**config.mk**
```make
export PLATFORM = sky130hd
export DESIGN_NAME = bitcnt_issue
export DESIGN_NICKNAME = d
export VERILOG_FILES = /design/src/rtl/bitcnt_issue.sv
export SDC_FILE = /design/constraint.sdc
export NUM_CORES = 1
export LEC_CHECK = 0
export ABC_AREA = 1
export ABC_CLOCK_PERIOD_IN_PS = 7600
export BUFFER_PORTS_ARGS = -buffer_cell sky130_fd_sc_hd__clkbuf_2
export CAP_MARGIN = 20
export CORE_UTILIZATION = 30
export CTS_CLUSTER_DIAMETER = 100
export DETAILED_ROUTE_END_ITERATION = 10
export PLACE_DENSITY = 0.45
export SLEW_MARGIN = 20
export SYNTH_ARGS = -nofsm -noshare
export SYNTH_HDL_FRONTEND = slang
export SYNTH_SLANG_ARGS = --single-unit
export TNS_END_PERCENT = 1
```
**constraint.sdc**
```tcl
create_clock -name clk -period 7.6 [get_ports clk]
set_input_delay 1.14 -clock clk [delete_from_list [all_inputs] [get_ports clk]]
set_output_delay 1.14 -clock clk [all_outputs]
set_load 0.02 [all_outputs]
```
**src/rtl/bitcnt_issue.sv**
```systemverilog
// Issue stage for the bit-count unit: command FIFO -> E register (count logic) -> O register.
// Decodes CLZ/CTZ/CPOP and their word forms; anything else returns as illegal with zero data.
module bitcnt_issue #(
    parameter int FIFO_DEPTH = 2
) (
    input  logic        clk,
    input  logic        resetn,
    input  logic        in_valid,
    output logic        in_ready,
    input  logic [31:0] in_insn,
    input  logic [63:0] in_rs1,
    output logic        out_valid,
    input  logic        out_ready,
    output logic [4:0]  out_rd,
    output logic [63:0] out_data,
    output logic        out_illegal,
    output logic        busy
);

    localparam int AW = (FIFO_DEPTH > 1) ? $clog2(FIFO_DEPTH) : 1;

    typedef struct packed {
        logic        illegal;
        logic [2:0]  func;
        logic [4:0]  rd;
        logic [63:0] rs1;
    } cmd_t;

    cmd_t        dec_cmd;
    cmd_t        fifo_mem [FIFO_DEPTH];
    cmd_t        head_cmd;
    logic [AW:0] wr_ptr_q, wr_ptr_d, rd_ptr_q, rd_ptr_d;
    logic        fifo_empty, fifo_full, push, pop;

    logic        e_valid_q, e_valid_d;
    cmd_t        e_cmd_q, e_cmd_d;
    logic        o_valid_q, o_valid_d;
    logic [4:0]  o_rd_q, o_rd_d;
    logic [63:0] o_data_q, o_data_d;
    logic        o_illegal_q, o_illegal_d;
    logic        o_adv;
    logic [6:0]  count;
    logic        unused_insn_bits;

    // rs1 register field is irrelevant here; the operand arrives on in_rs1.
    assign unused_insn_bits = ^in_insn[19:15];

    always_comb begin
        dec_cmd.rd      = in_insn[11:7];
        dec_cmd.rs1     = in_rs1;
        dec_cmd.func    = 3'b000;
        dec_cmd.illegal = 1'b1;
        if (in_insn[31:25] == 7'b0110000 && in_insn[14:12] == 3'b001 &&
            (in_insn[6:0] == 7'b0010011 || in_insn[6:0] == 7'b0011011)) begin
            if (in_insn[24:20] <= 5'd2) begin
                dec_cmd.func    = {in_insn[21:20], in_insn[6:0] == 7'b0011011};
                dec_cmd.illegal = 1'b0;
            end
        end
    end

    assign fifo_empty = (wr_ptr_q == rd_ptr_q);
    assign fifo_full  = (wr_ptr_q[AW] != rd_ptr_q[AW]) && (wr_ptr_q[AW-1:0] == rd_ptr_q[AW-1:0]);
    assign in_ready   = resetn && !fifo_full;
    assign push       = in_valid && in_ready;
    assign head_cmd   = fifo_mem[rd_ptr_q[AW-1:0]];

    // E moves forward whenever O can take it; E refills from the FIFO head in the same cycle.
    assign o_adv = !o_valid_q || out_ready;
    assign pop   = !fifo_empty && (!e_valid_q || o_adv);

    always_comb begin
        wr_ptr_d  = push ? wr_ptr_q + 1'b1 : wr_ptr_q;
        rd_ptr_d  = pop ? rd_ptr_q + 1'b1 : rd_ptr_q;
        e_valid_d = e_valid_q;
        e_cmd_d   = e_cmd_q;
        if (pop) begin
            e_valid_d = 1'b1;
            e_cmd_d   = head_cmd;
        end else if (o_adv) begin
            e_valid_d = 1'b0;
        end
    end

    always_comb begin
        logic [6:0] lz64, lz32, tz64, tz32, pc64, pc32;
        lz64 = 7'd64;
        lz32 = 7'd32;
        tz64 = 7'd64;
        tz32 = 7'd32;
        pc64 = 7'd0;
        pc32 = 7'd0;
        for (int i = 0; i < 64; i++) begin
            if (e_cmd_q.rs1[i]) lz64 = 7'(63 - i);
            pc64 = pc64 + {6'd0, e_cmd_q.rs1[i]};
        end
        for (int i = 0; i < 32; i++) begin
            if (e_cmd_q.rs1[i]) lz32 = 7'(31 - i);
            pc32 = pc32 + {6'd0, e_cmd_q.rs1[i]};
        end
        for (int i = 63; i >= 0; i--) begin
            if (e_cmd_q.rs1[i]) tz64 = 7'(i);
        end
        for (int i = 31; i >= 0; i--) begin
            if (e_cmd_q.rs1[i]) tz32 = 7'(i);
        end
        case (e_cmd_q.func)
            3'b000:  count = lz64;
            3'b001:  count = lz32;
            3'b010:  count = tz64;
            3'b011:  count = tz32;
            3'b100:  count = pc64;
            3'b101:  count = pc32;
            default: count = 7'd0;
        endcase
    end

    always_comb begin
        o_valid_d   = o_valid_q;
        o_rd_d      = o_rd_q;
        o_data_d    = o_data_q;
        o_illegal_d = o_illegal_q;
        if (o_adv) begin
            o_valid_d = e_valid_q;
            if (e_valid_q) begin
                o_rd_d      = e_cmd_q.rd;
                o_illegal_d = e_cmd_q.illegal;
                o_data_d    = e_cmd_q.illegal ? 64'd0 : {57'd0, count};
            end
        end
    end

    // Storage has no reset so it can map onto plain RAM; validity lives in the pointers.
    always_ff @(posedge clk) begin
        if (push) fifo_mem[wr_ptr_q[AW-1:0]] <= dec_cmd;
    end

    always_ff @(posedge clk) begin
        if (!resetn) begin
            wr_ptr_q    <= '0;
            rd_ptr_q    <= '0;
            e_valid_q   <= 1'b0;
            e_cmd_q     <= '0;
            o_valid_q   <= 1'b0;
            o_rd_q      <= 5'd0;
            o_data_q    <= 64'd0;
            o_illegal_q <= 1'b0;
        end else begin
            wr_ptr_q    <= wr_ptr_d;
            rd_ptr_q    <= rd_ptr_d;
            e_valid_q   <= e_valid_d;
            e_cmd_q     <= e_cmd_d;
            o_valid_q   <= o_valid_d;
            o_rd_q      <= o_rd_d;
            o_data_q    <= o_data_d;
            o_illegal_q <= o_illegal_d;
        end
    end

    assign out_valid   = resetn && o_valid_q;
    assign out_rd      = o_rd_q;
    assign out_data    = o_data_q;
    assign out_illegal = o_illegal_q;
    assign busy        = resetn && (!fifo_empty || e_valid_q || o_valid_q);

endmodule

```
== Word level (Yosys, flattened, before mapping) ==
Memory sizes are Yosys's and may differ from the RTL's. A register that Yosys moved wholly into a read port is not among the register bits.
Index checks and enable logic that the tools add are counted.
Storage, ports and cells
  register bits: 76
  memory bits (writable): 146
  input bits: 100
  output and inout bits: 73
  logic and storage cells: 307
  memories kept: 1
Cells by class
  add/sub/neg operators: 65
  magnitude comparators: 1
  equality and inequality tests: 12
  muxes and demuxes: 200
  reduce and logical (&&, ||, !) cells: 21
Memory list
  fifo_mem: words 2, bits a word 73, read ports 1, clocked after memory_dff 1, wr ports 1, RTL line 30  | cmd_t fifo_mem [FIFO_DEPTH];
Operators with widths (count)
  $mux 7: 191
  $add 7x1->7: 57
  $pmux 7 s6: 1
  $eq 7x5->1 const B: 2
  $mux 6: 2
  $logic_and 1x1->1: 8
  $mux 4: 2
  $add 6x1->7: 1
  $eq 7x6->1 const B: 1
  $add 5x1->6: 1
  $eq 3x1->1 const B: 2
  $eq 3x2->1 const B: 2
  $eq 3x3->1 const B: 2
  $add 4x1->5: 1
  $le 5x2->1 const B: 1
  $logic_not 1->1: 5
  $logic_or 1x1->1: 5
  $add 2x1->2 const B: 2
  $add 3x1->4: 1
  $mux 1: 4
  $add 2x1->3: 1
  $logic_not 3->1: 1
  $add 1x1->2: 1
  $eq 2x2->1: 1
  other kinds (4): 4

== Longest topological paths before layout ==
Gate-level depths: netlist of run 1.
  depth after elaboration: 66
  depth in mapped cells: 52
  depth with buffers taken out: 52

== Worst setup path before layout of run 1 ==
No wires, ideal clock.
  path kind: reg-to-reg
  start: register, netlist name e_cmd_q[23]
  end: register o_data_q[6] (netlist: out_data[6])
  library setup time: 70 ps
  data arrival time: 7985 ps
  required time: 7530 ps
  path slack: -455 ps
  stages on the path, launching flop included: 30
  buffers on the path: 0
  period minus slack after synthesis: 8055 ps
  path through: dfxtp_1 -> inv_1 -> fa_1 -> fa_1 -> inv_1 -> fa_1 -> inv_1 -> fa_1 -> fa_1 -> fa_1 -> inv_1 -> ha_1 -> fa_1 -> inv_1 -> fa_1 -> fa_1 -> fa_1 -> fa_1 -> fa_1 -> fa_1 -> o31ai_1 -> inv_1 -> nor2_1 -> nor2_1 -> nor2_1 -> nor2_1 -> xor2_1 -> o211ai_1 -> nand2_1 -> a21oi_1
Between the ends
  cells in the longest elaborated chain, start to end: 43
  elaborated cells between the ends (all ways): 141
  classes of those cells: add/sub: 41; mux: 100
Ends and longest elaborated chain
  $add 7x1->7 / $mux 7 (equally long branches) (9 in a row): RTL line 95, 99, 94
  $add 7x1->7 / $mux 7 (equally long branches) (32 in a row): RTL line 95, 94
  $pmux 7 s6 (*): RTL line 107  | case (e_cmd_q.func)
  $mux 7 (*): RTL line 128  | o_data_d = e_cmd_q.illegal ? 64'd0 : {57'd0, count};
  end signal, assigned: RTL line 155  | o_data_q <= o_data_d;
  end, declared: RTL line 39  | logic [63:0] o_data_q, o_data_d;
Every way passes the cells marked *; elsewhere a longest branch is shown, timed or not.
A chain may end at the register's enable or synchronous reset.

== Final worst setup path of run 1 ==
  start: register, netlist name e_cmd_q[17]
  end: register o_data_q[2] (netlist: out_data[2])
Between the ends
  cells in the longest elaborated chain, start to end: 49
  elaborated cells between the ends (all ways): 147
  classes of those cells: add/sub: 47; mux: 100
Ends and longest elaborated chain (RTL line)
  $add 7x1->7 / $mux 7 (equally long branches) (15 in a row): 95, 99, 94
  $add 7x1->7 / $mux 7 (equally long branches) (32 in a row): 95, 94
  $pmux 7 s6 (*): 107
  $mux 7 (*): 128
Marked as above.

==> results of run 1 <==
-- repair_timing --
action                     4_1_cts  5_1_grt
resized for setup                8        2
pin swaps                       11        1
setup buffers                    0        0
setup endpoints to repair        6        7
-- final cells by class --
cell class | instances | area (sq um)
clock buffer | 42 | 732
clock inverter | 6 | 28.8
fill | 4001 | 25000
inverter | 153 | 591
multi-input combinational | 821 | 4750
sequential | 238 | 6230
tap | 518 | 648
timing repair buffer | 150 | 855
-- cell usage in the layout, fill, tap and decap left out, types with 7 or more instances in the layout --
cell type / Yosys / layout
sky130_fd_sc_hd__nand2_1: 292 / 292
sky130_fd_sc_hd__edfxtp_1: 146 / 146
sky130_fd_sc_hd__inv_1: 129 / 125
sky130_fd_sc_hd__clkbuf_2: 0 / 110
sky130_fd_sc_hd__nor2_1: 109 / 106
sky130_fd_sc_hd__dfxtp_1: 92 / 87
sky130_fd_sc_hd__a31oi_1: 75 / 75
sky130_fd_sc_hd__o21ai_0: 71 / 70
sky130_fd_sc_hd__conb_1: 1 / 57
sky130_fd_sc_hd__fa_1: 50 / 48
sky130_fd_sc_hd__o21ai_1: 43 / 44
sky130_fd_sc_hd__buf_4: 58 / 39
sky130_fd_sc_hd__a21oi_1: 38 / 37
sky130_fd_sc_hd__clkbuf_16: 0 / 27
sky130_fd_sc_hd__inv_2: 23 / 25
sky130_fd_sc_hd__ha_1: 23 / 22
sky130_fd_sc_hd__clkbuf_1: 40 / 15
sky130_fd_sc_hd__nor3_1: 8 / 7
-- sequential cells by signal, indices dropped and copies added (netlist names) --
register     count
e_valid_q        1
out_rd           5
rd_ptr_q         2
e_cmd_q         73
wr_ptr_q         2
out_data         7
fifo_mem       146
o_valid_q        1
out_illegal      1
-- metrics by stage --
| stage | instances | TNS, ns | area (sq um) | util [%] | setup slack [ns] |
|---|---|---|---|---|---|
| 6_report | 1928 | -1.67 | 13800 | 35.6 | -0.411 |
| 4_1_cts | 1928 | -2.04 | 13800 | 35.6 | -0.494 |
| 3_5_place_dp | 1880 | -2.77 | 13000 | 33.6 | -0.619 |
| 5_1_grt | 1928 | -3.54 | 13800 | 35.6 | -0.743 |
| 3_3_place_gp | 1880 | -2.46 | 13000 | 33.6 | -0.596 |
| 2_1_floorplan | 1311 | -0.345 | 12100 | - | -0.245 |
-- kinds of logic (layout without fill, tap and decap cells) --
family | after synthesis | count (layout) | share of synthesized area [%]
and+or+nand+nor | 429 | 429 | 14.0
AOI/OAI and AO/OA | 257 | 257 | 12.4
buffers and inverters | 252 | 351 | 9.91
DFF | 238 | 238 | 52.4
adders and majority gates | 73 | 73 | 10.9
xor gates and xnor gates | 5 | 5 | 0.369
other | 1 | 57 | 0.0316
-- worst max-delay path, cell delays in order, from the launching register on --
cell and delay, ns:
sky130_fd_sc_hd__dfxtp_2 0.33, sky130_fd_sc_hd__fa_1 0.56, sky130_fd_sc_hd__inv_2 0.05, sky130_fd_sc_hd__fa_1 0.50
sky130_fd_sc_hd__inv_1 0.05, sky130_fd_sc_hd__fa_1 0.48, sky130_fd_sc_hd__inv_1 0.05, sky130_fd_sc_hd__fa_1 0.49
sky130_fd_sc_hd__fa_1 0.43, sky130_fd_sc_hd__fa_1 0.51, sky130_fd_sc_hd__inv_2 0.04, sky130_fd_sc_hd__ha_4 0.23
sky130_fd_sc_hd__fa_1 0.52, sky130_fd_sc_hd__inv_2 0.05, sky130_fd_sc_hd__fa_1 0.51, sky130_fd_sc_hd__fa_1 0.42
sky130_fd_sc_hd__fa_1 0.51, sky130_fd_sc_hd__fa_1 0.43, sky130_fd_sc_hd__fa_2 0.36, sky130_fd_sc_hd__fa_2 0.38
sky130_fd_sc_hd__buf_4 0.15, sky130_fd_sc_hd__or2_2 0.28, sky130_fd_sc_hd__a32oi_1 0.24, sky130_fd_sc_hd__nand3_1 0.11
sky130_fd_sc_hd__o21ai_1 0.14, sky130_fd_sc_hd__a21oi_1 0.07
-- metal layers --
metal | track usage, % | vias to the layer above | wire length [microns]
li1 | - | 4353 | -
met1 | 20.6 | 4125 | 14200
met2 | 23.3 | 191 | 13200
met3 | 2.22 | 28 | 1220
met4 | 2.89 | 2 | 346
met5 | 0 | - | 13
-- final timing paths --
check	from	endpoint	slack [ns]
setup / recovery	e_cmd_q[17]	out_data[2]	-0.41
hold / removal	out_data[5]	out_data[5]	0.47
setup reg to reg	e_cmd_q[17]	out_data[2]	-0.41
hold reg to reg	out_data[5]	out_data[5]	0.47
==> results_dict.tcl, run 1 <==
set metrics [dict create \
    async_s_r_ff_share_synth_pct 0 \
    number_of_enable_flip_flop_cells_after_synthesis 146 \
    report.final.setup_viol 6 \
    route.vias.total 8699 \
    drtPass1Iterations 4 \
    n_antenna_cell 0 \
    cts_hold_repair.buffers 0 \
    drive_above_1_share_pct 16.1 \
    rsz0062_at_grt "yes" \
    syn_area_per_cell_sq_um 9.46 \
    first_global_vias 8502 \
    yosys.area.top_type_share_pct 36.9 \
    dp_hpwl_microns 20900 \
    floorplan.initialDensity_pct 30.6 \
    detail_route.drc_violations 0 \
    worst_slew_pin_slew_ns 0.889 \
    critical_path_peak_fanout 2 \
    rr_worst_depth 25 \
    cp.arrival_ns 8.42 \
    synth_cell_types 42 \
    routedWlPerCell_microns 15.0 \
    ys_seq_area_share_pct 52.4 \
    min_delay_path_depth 2 \
    clock_latency_on_the_worst_skew_pair_ns 0.53 \
    rows 72 \
    worst_setup_path_start_kind "flop" \
    grt_first_pass_wirelength_microns 46700 \
    gpl.final_weighted_congestion 0.864 \
    die-area_sq_mm 0.0404 \
    ys_seq_elements 238 \
    status "finished, violations left" \
    cts_inserted_buffers 26 \
    htreeDepth 1 \
    final_worst_path_period_need_ns 8.01 \
    die_x_microns 201 \
    syn_inst 1255 \
    worst_setup_hold_path_clk_slew_ns 0.07 \
    timing.max_cap.violations 0 \
    ys.flop_type "sky130_fd_sc_hd__edfxtp_1" \
    ant_nets 0 \
    finalCritPeriodShare_pct 105 \
    critical_path.endpoint_type "flop" \
    synth_area_leader_cell "sky130_fd_sc_hd__edfxtp_1" \
    final.hold.worst_slack_ns 0.467 \
    detail_route.vias_per_cell 4.51 \
    grt.total_usage_pct 14.5 \
    layout_setup_ws_ns -0.411 \
    grt_antenna_before_repair 1 \
    tritoncts "built" \
    hold_path_class "flop to flop" \
    area_delta_synth_final_pct 16.5 \
    cell_area_synth_sq_mm 0.0119 \
    timing.max_slew.rel_slack_pct 40.8 \
    skew_ns 0.0145 \
    finish.net_count 1563 \
    cts_root_buffer "sky130_fd_sc_hd__clkbuf_16" \
    yosysMostFrequentCell "sky130_fd_sc_hd__nand2_1" \
    ios 173 \
    yosys_warnings 0 \
    f_max_mhz 125 \
    initial_drt_markers 526 \
    cts_max_path_buffers 3 \
    critPathKind "flop to flop" \
    yosys-top-cells-area "sky130_fd_sc_hd__edfxtp_1 37%, sky130_fd_sc_hd__dfxtp_1 16%, sky130_fd_sc_hd__nand2_1 9.2%, sky130_fd_sc_hd__fa_1 8.4%, sky130_fd_sc_hd__inv_1 4.1%" \
    postRouteWirelength_microns 29000 \
    final_max_slew_viol_count 0 \
    die_y_microns 201 \
    grt-ovfl-total 0 \
    worstPathRequired_ns 8.00 \
    pin_count_of_the_biggest_net_entering_global_routing 96 \
    post_synth_most_frequent_cells "292 x sky130_fd_sc_hd__nand2_1, 146 x sky130_fd_sc_hd__edfxtp_1, 129 x sky130_fd_sc_hd__inv_1" \
    core-area_sq_mm 0.0388 \
    cts_sink_count 238 \
    failing_checks "negative setup slack" \
    port_buffers 110 \
    timing_hold_violations_final 0 \
]
Power of run 1 is not shown: default switching activity piles up to over one toggle a cycle in this logic, so the estimate is an artifact.
==> run 2, diff against run 1 <==
CORE_MARGIN = 4   (was not set)
==> run 2 against run 1 <==
Net effect:
- the run still ends with negative setup slack left
- first-iteration DRC count is 13% lower
- global-route usage shrank 0.67 points
- critical path depth increased by 4
- clock skew rose by 0.010 ns
- wire length grew 2.0%
- sequential cell count stayed put
- cell count about the same
- non-clock buffer count decreased by 1
- count of clock-buffer cells in the layout did not move
- core utilization rose by 0.24 points
- die area grew 6.1%
- hold slack better by 0.0020 ns
- critical endpoint is now out_data[6]
- highest routed layer is now met4
==> results_dict.tcl, run 2 (synthesized netlist as in run 1, its figures left out) <==
set metrics [dict create \
    status "finished, violations left" \
    failing_checks "negative setup slack" \
    worst_setup_hold_path_clk_slew_ns 0.06 \
    rsz0062_at_grt "yes" \
    report.final.setup_viol 6 \
    die_y_microns 207 \
    finish.net_count 1563 \
    ios 173 \
    dp_hpwl_microns 21200 \
    cts_inserted_buffers 27 \
    route.vias.total 8659 \
    clock_latency_on_the_worst_skew_pair_ns 0.55 \
    timing.max_slew.rel_slack_pct 36.1 \
    pin_count_of_the_biggest_net_entering_global_routing 104 \
    grt.total_usage_pct 13.8 \
    worst_setup_path_start_kind "flop" \
    finalCritPeriodShare_pct 106 \
    gpl.final_weighted_congestion 0.883 \
    routedWlPerCell_microns 15.3 \
    postRouteWirelength_microns 29500 \
    htreeDepth 1 \
    routed-wl-met2_microns 13100 \
    core-area_sq_mm 0.0389 \
    detail_route.vias_per_cell 4.49 \
    f_max_mhz 124 \
    rows 72 \
    final_worst_path_period_need_ns 8.08 \
    ant_nets 0 \
    grt-ovfl-total 0 \
    tritoncts "built" \
    setup_total_negative_slack_ns -2.08 \
    critical-path-slowest-cell "sky130_fd_sc_hd__fa_1" \
    port_buffers 110 \
    cts_root_buffer "sky130_fd_sc_hd__clkbuf_16" \
    floorplan.initialDensity_pct 30.5 \
    critical_path.endpoint_type "flop" \
    cts_sink_count 238 \
    critical-path-top-cell-by-count "sky130_fd_sc_hd__fa_1" \
    route.met3.wl_microns 1450 \
    hold_path_class "flop to flop" \
    n_antenna_cell 0 \
    critical_path_peak_fanout 2 \
    worst_slew_pin_slew_ns 0.958 \
    cts_max_path_buffers 3 \
    rr_worst_depth 29 \
    skew_ns 0.0250 \
    commonest_cells_after_routing_fill_and_taps_aside "292 x sky130_fd_sc_hd__nand2_1, 146 x sky130_fd_sc_hd__edfxtp_1, 125 x sky130_fd_sc_hd__inv_1, 110 x sky130_fd_sc_hd__clkbuf_2, 107 x sky130_fd_sc_hd__nor2_1" \
    grt_first_pass_wirelength_microns 46800 \
    routedLengthMet1_microns 14400 \
    min_delay_path_depth 2 \
    die-area_sq_mm 0.0428 \
    detail_route.drc_violations 0 \
    worstPathRequired_ns 8.06 \
    area_delta_synth_final_pct 17.6 \
    grt_antenna_before_repair 0 \
    layout_setup_ws_ns -0.478 \
    utilization_pct 35.9 \
    route.top_layer_used "met4" \
    final_max_slew_viol_count 0 \
    critPathKind "flop to flop" \
    timing_hold_violations_final 0 \
    layout.cells.most_common "sky130_fd_sc_hd__nand2_1" \
    cts_hold_repair.buffers 0 \
    place_ws_ns -0.591 \
    first_global_vias 8501 \
    largest_register_ffs 146 \
    drive_above_1_share_pct 17.0 \
    initial_drt_markers 455 \
    timing.max_cap.violations 0 \
    drtPass1Iterations 5 \
    cp.arrival_ns 8.54 \
    die_x_microns 207 \
    max_stage_delay_ns 0.54 \
]
-- run 2: cell types whose count changed in the layout (fill, tap and decap cells not counted), sizes merged --
cell	previous run	this run
inv	150	152
buf	40	39
bufinv	1	2
clkinv	7	6
-- run 2: final timing paths --
| path | startpoint | end | slack [ns] |
|---|---|---|---|
| worst min register to register | out_data[3] | out_data[3] | 0.47 |
| worst max-delay path | e_cmd_q[17] | out_data[6] | -0.48 |
| worst max register to register | e_cmd_q[17] | out_data[6] | -0.48 |
| worst min-delay path | out_data[3] | out_data[3] | 0.47 |
-- run 2: area by class of cell --
cell class	instances	area [sq um]
timing repair buffer	149	843
sequential	238	6230
clock inverter	8	75.1
inverter	153	589
clock buffer	42	813
multi-input combinational	821	4760
tap	518	648
fill	3991	25000
-- run 2: worst max-delay path: cells and delay by family, from the launching register on --
family	cells	cell delay, ns
AO/OA/AOI/OAI	3	0.51
adder cells (fa/ha/maj)	14	6.33
XOR/XNOR	1	0.14
flip-flops	1	0.33
buffers and inverters	6	0.31
AND/OR/NAND/NOR	5	0.39
-- run 2: stage by stage --
stage          hold WS, ns  cells  instance area [sq um]
4_1_cts              0.470   1929                  13900
6_report             0.469   1929                  14000
5_1_grt              0.495   1929                  14000
3_3_place_gp         0.459   1878                  13000
2_1_floorplan        0.443   1311                  12100
3_5_place_dp         0.460   1878                  13000
-- run 2: layer usage --
metal | track usage (%) | vias up
li1 | - | 4365
met1 | 19.9 | 4042
met2 | 21.9 | 215
met3 | 2.22 | 37
met4 | 3.42 | 0
met5 | 0 | -
-- run 2: what timing repair did --
item / in CTS / in global routing
hold endpoints to repair: 0 / 0
setup buffers: 1 / 0
pin swaps: 15 / 1
endpoints found under the setup margin: 6 / 7
gates resized for setup: 4 / 7
Power of run 2 is left out for the same reason.
==> run 3, diff against run 2 <==
ABC_AREA = not set   (was 1)
==> run 3 against run 2 <==
Net effect:
- hold slack gained 0.025 ns
- wire length grew 3.9%
- worst setup slack better by 0.16 ns
- cell count decreased by 8.8%
- register-to-register slack gained 0.16 ns
- the run still ends with negative setup slack left
- critical endpoint is now out_data[1]
- core utilization shrank 0.52 points
==> results_dict.tcl, run 3 <==
set metrics [dict create \
    yosys.area.top_type_share_pct 35.0 \
    n_antenna_cell 0 \
    cp.arrival_ns 8.35 \
    route.vias.total 8425 \
    worst_setup_path_start_kind "flop" \
    rows 74 \
    ios 173 \
    synth_cell_types 71 \
    filler_cell_count 4075 \
    place_ws_ns -0.598 \
    postRouteWirelength_microns 30700 \
    cts_root_buffer "sky130_fd_sc_hd__clkbuf_16" \
    tritoncts "built" \
    die_y_microns 212 \
    max_stage_delay_ns 0.56 \
    worst_slew_pin_slew_ns 0.940 \
    worst_setup_hold_path_clk_slew_ns 0.06 \
    timing.max_slew.rel_slack_pct 35.7 \
    die_x_microns 212 \
    timing_hold_violations_final 0 \
    ys.flop_type "sky130_fd_sc_hd__edfxtp_1" \
    final_worst_path_period_need_ns 7.92 \
    core-area_sq_mm 0.0410 \
    initial_drt_markers 621 \
    failing_checks "negative setup slack" \
    grt.total_usage_pct 13.6 \
    cts_inserted_buffers 25 \
    post_synth_most_frequent_cells "146 x sky130_fd_sc_hd__edfxtp_1, 110 x sky130_fd_sc_hd__nand2_1, 92 x sky130_fd_sc_hd__dfxtp_1" \
    worstPathRequired_ns 8.03 \
    floorplan.initialDensity_pct 30.5 \
    critPathKind "flop to flop" \
    finish.net_count 1383 \
    f_max_mhz 126 \
    routedWlPerCell_microns 17.4 \
    cell_area_synth_sq_mm 0.0125 \
    grt_antenna_before_repair 2 \
    gpl.final_weighted_congestion 0.880 \
    yosysMostFrequentCell "sky130_fd_sc_hd__edfxtp_1" \
    placed_area_sq_mm 0.0137 \
    number_of_enable_flip_flop_cells_after_synthesis 146 \
    cts_sink_count 238 \
    critical_path.endpoint_type "flop" \
    area_delta_synth_final_pct 15.8 \
    layout_setup_ws_ns -0.317 \
    clock_latency_on_the_worst_skew_pair_ns 0.54 \
    die-area_sq_mm 0.0451 \
    layout.cells.most_common "sky130_fd_sc_hd__edfxtp_1" \
    status "finished, violations left" \
    ant_nets 0 \
    detail_route.drc_violations 0 \
    detail_route.vias_per_cell 4.79 \
    critical-path-slowest-cell "sky130_fd_sc_hd__fa_2" \
    pin_count_of_the_biggest_net_entering_global_routing 80 \
    rsz0062_at_grt "yes" \
    critical_path_peak_fanout 2 \
    ys_seq_area_share_pct 49.7 \
    finalCritPeriodShare_pct 104 \
    grt-ovfl-total 0 \
    hold_path_class "flop to flop" \
    finish.instance_area_sq_mm 0.0145 \
    critical-path-top-cell-by-count "sky130_fd_sc_hd__fa_1" \
    port_buffers 110 \
    skew_ns 0.0241 \
    grt_first_pass_wirelength_microns 48100 \
    syn_inst 1069 \
    timing.max_cap.violations 0 \
    crit_family "adder cells" \
    first_global_vias 8316 \
    final_max_slew_viol_count 0 \
    report.final.setup_viol 6 \
    ys_seq_elements 238 \
    drtPass1Iterations 5 \
    htreeDepth 1 \
    syn_area_per_cell_sq_um 11.7 \
    yosys-top-cells-area "sky130_fd_sc_hd__edfxtp_1 35%, sky130_fd_sc_hd__dfxtp_1 15%, sky130_fd_sc_hd__fa_1 8.0%, sky130_fd_sc_hd__mux2i_1 6.4%, sky130_fd_sc_hd__o211a_1 5.9%" \
    post_cts.repair.setup_buffers 0 \
    synth_area_leader_cell "sky130_fd_sc_hd__edfxtp_1" \
    worst-path-buf-inv 5 \
    drive_above_1_share_pct 19.7 \
    largest_register_ffs 146 \
    yosys_warnings 0 \
    cts_max_path_buffers 3 \
    commonest_cells_after_routing_fill_and_taps_aside "146 x sky130_fd_sc_hd__edfxtp_1, 110 x sky130_fd_sc_hd__nand2_1, 109 x sky130_fd_sc_hd__clkbuf_2, 87 x sky130_fd_sc_hd__dfxtp_1, 80 x sky130_fd_sc_hd__mux2i_1" \
    dp_hpwl_microns 22700 \
    async_s_r_ff_share_synth_pct 0 \
]
==> run 3: logic make-up (layout without fill, tap and decap cells) <==
| kind of cell | Yosys count | in the layout | synth area share [%] |
|---|---|---|---|
| buf+inv | 178 | 281 | 7.47 |
| fa+ha+maj | 73 | 73 | 10.3 |
| simple gates | 269 | 269 | 11.1 |
| compound gates | 218 | 218 | 14.1 |
| flops | 238 | 238 | 49.7 |
| mux | 80 | 80 | 6.39 |
| other cells | 1 | 57 | 0.0299 |
| xor+xnor | 12 | 12 | 0.839 |
==> run 3: routing by layer <==
layer	track usage, %	part of all wire (%)	vias up	wire length [microns]
met3	2.61	5.9	35	1830
met4	2.93	1.5	4	446
met2	20.7	44	254	13600
li1	-	-	4039	-
met1	20.0	48	4093	14800
met5	0	0.068	-	21
==> run 3: path summary, 6_finish.rpt <==
check	start	endpoint	slack (ns)	depth (start not counted)
setup / recovery	e_cmd_q[19]	out_data[1]	-0.32	25
hold / removal	out_data[6]	out_data[6]	0.49	2
setup reg to reg	e_cmd_q[19]	out_data[1]	-0.32	25
hold reg to reg	out_data[6]	out_data[6]	0.49	2
==> run 3: stage by stage <==
step	hold WS (ns)	utilization, %	cells	setup TNS, ns
final	0.494	35.4	1760	-0.912
after global placement	0.481	33.4	1715	-2.35
after global routing	0.514	35.4	1760	-2.65
after detailed placement	0.479	33.4	1715	-2.36
after CTS	0.494	35.4	1760	-1.23
after floorplan	0.471	-	1125	-0.488
==> run 3: what timing repair did <==
action                                  CTS  global route
gates resized for setup                   4             3
cloned                                    0             0
endpoints found under the setup margin    7             7
pin swaps                                11             2
hold buffers                              0             0
==> run 3: worst min-delay path: cells and delay by family, from the launching register on <==
| kind | cells | cell delay, ns |
|---|---|---|
| flip-flops | 1 | 0.33 |
| AO/OA/AOI/OAI | 2 | 0.13 |
==> run 3: final cells by class <==
type                    count  area (sq um)  area share, %
clock buffers              36           707           4.87
well taps                 532           666           4.59
flip-flops and latches    238          6240           43.1
multi-input cells         709          5640           38.9
repair buffers            156           896           6.18
inverters                  80           300           2.07
clock inverters             9          53.8          0.371
Power of run 3 is left out for the same reason.
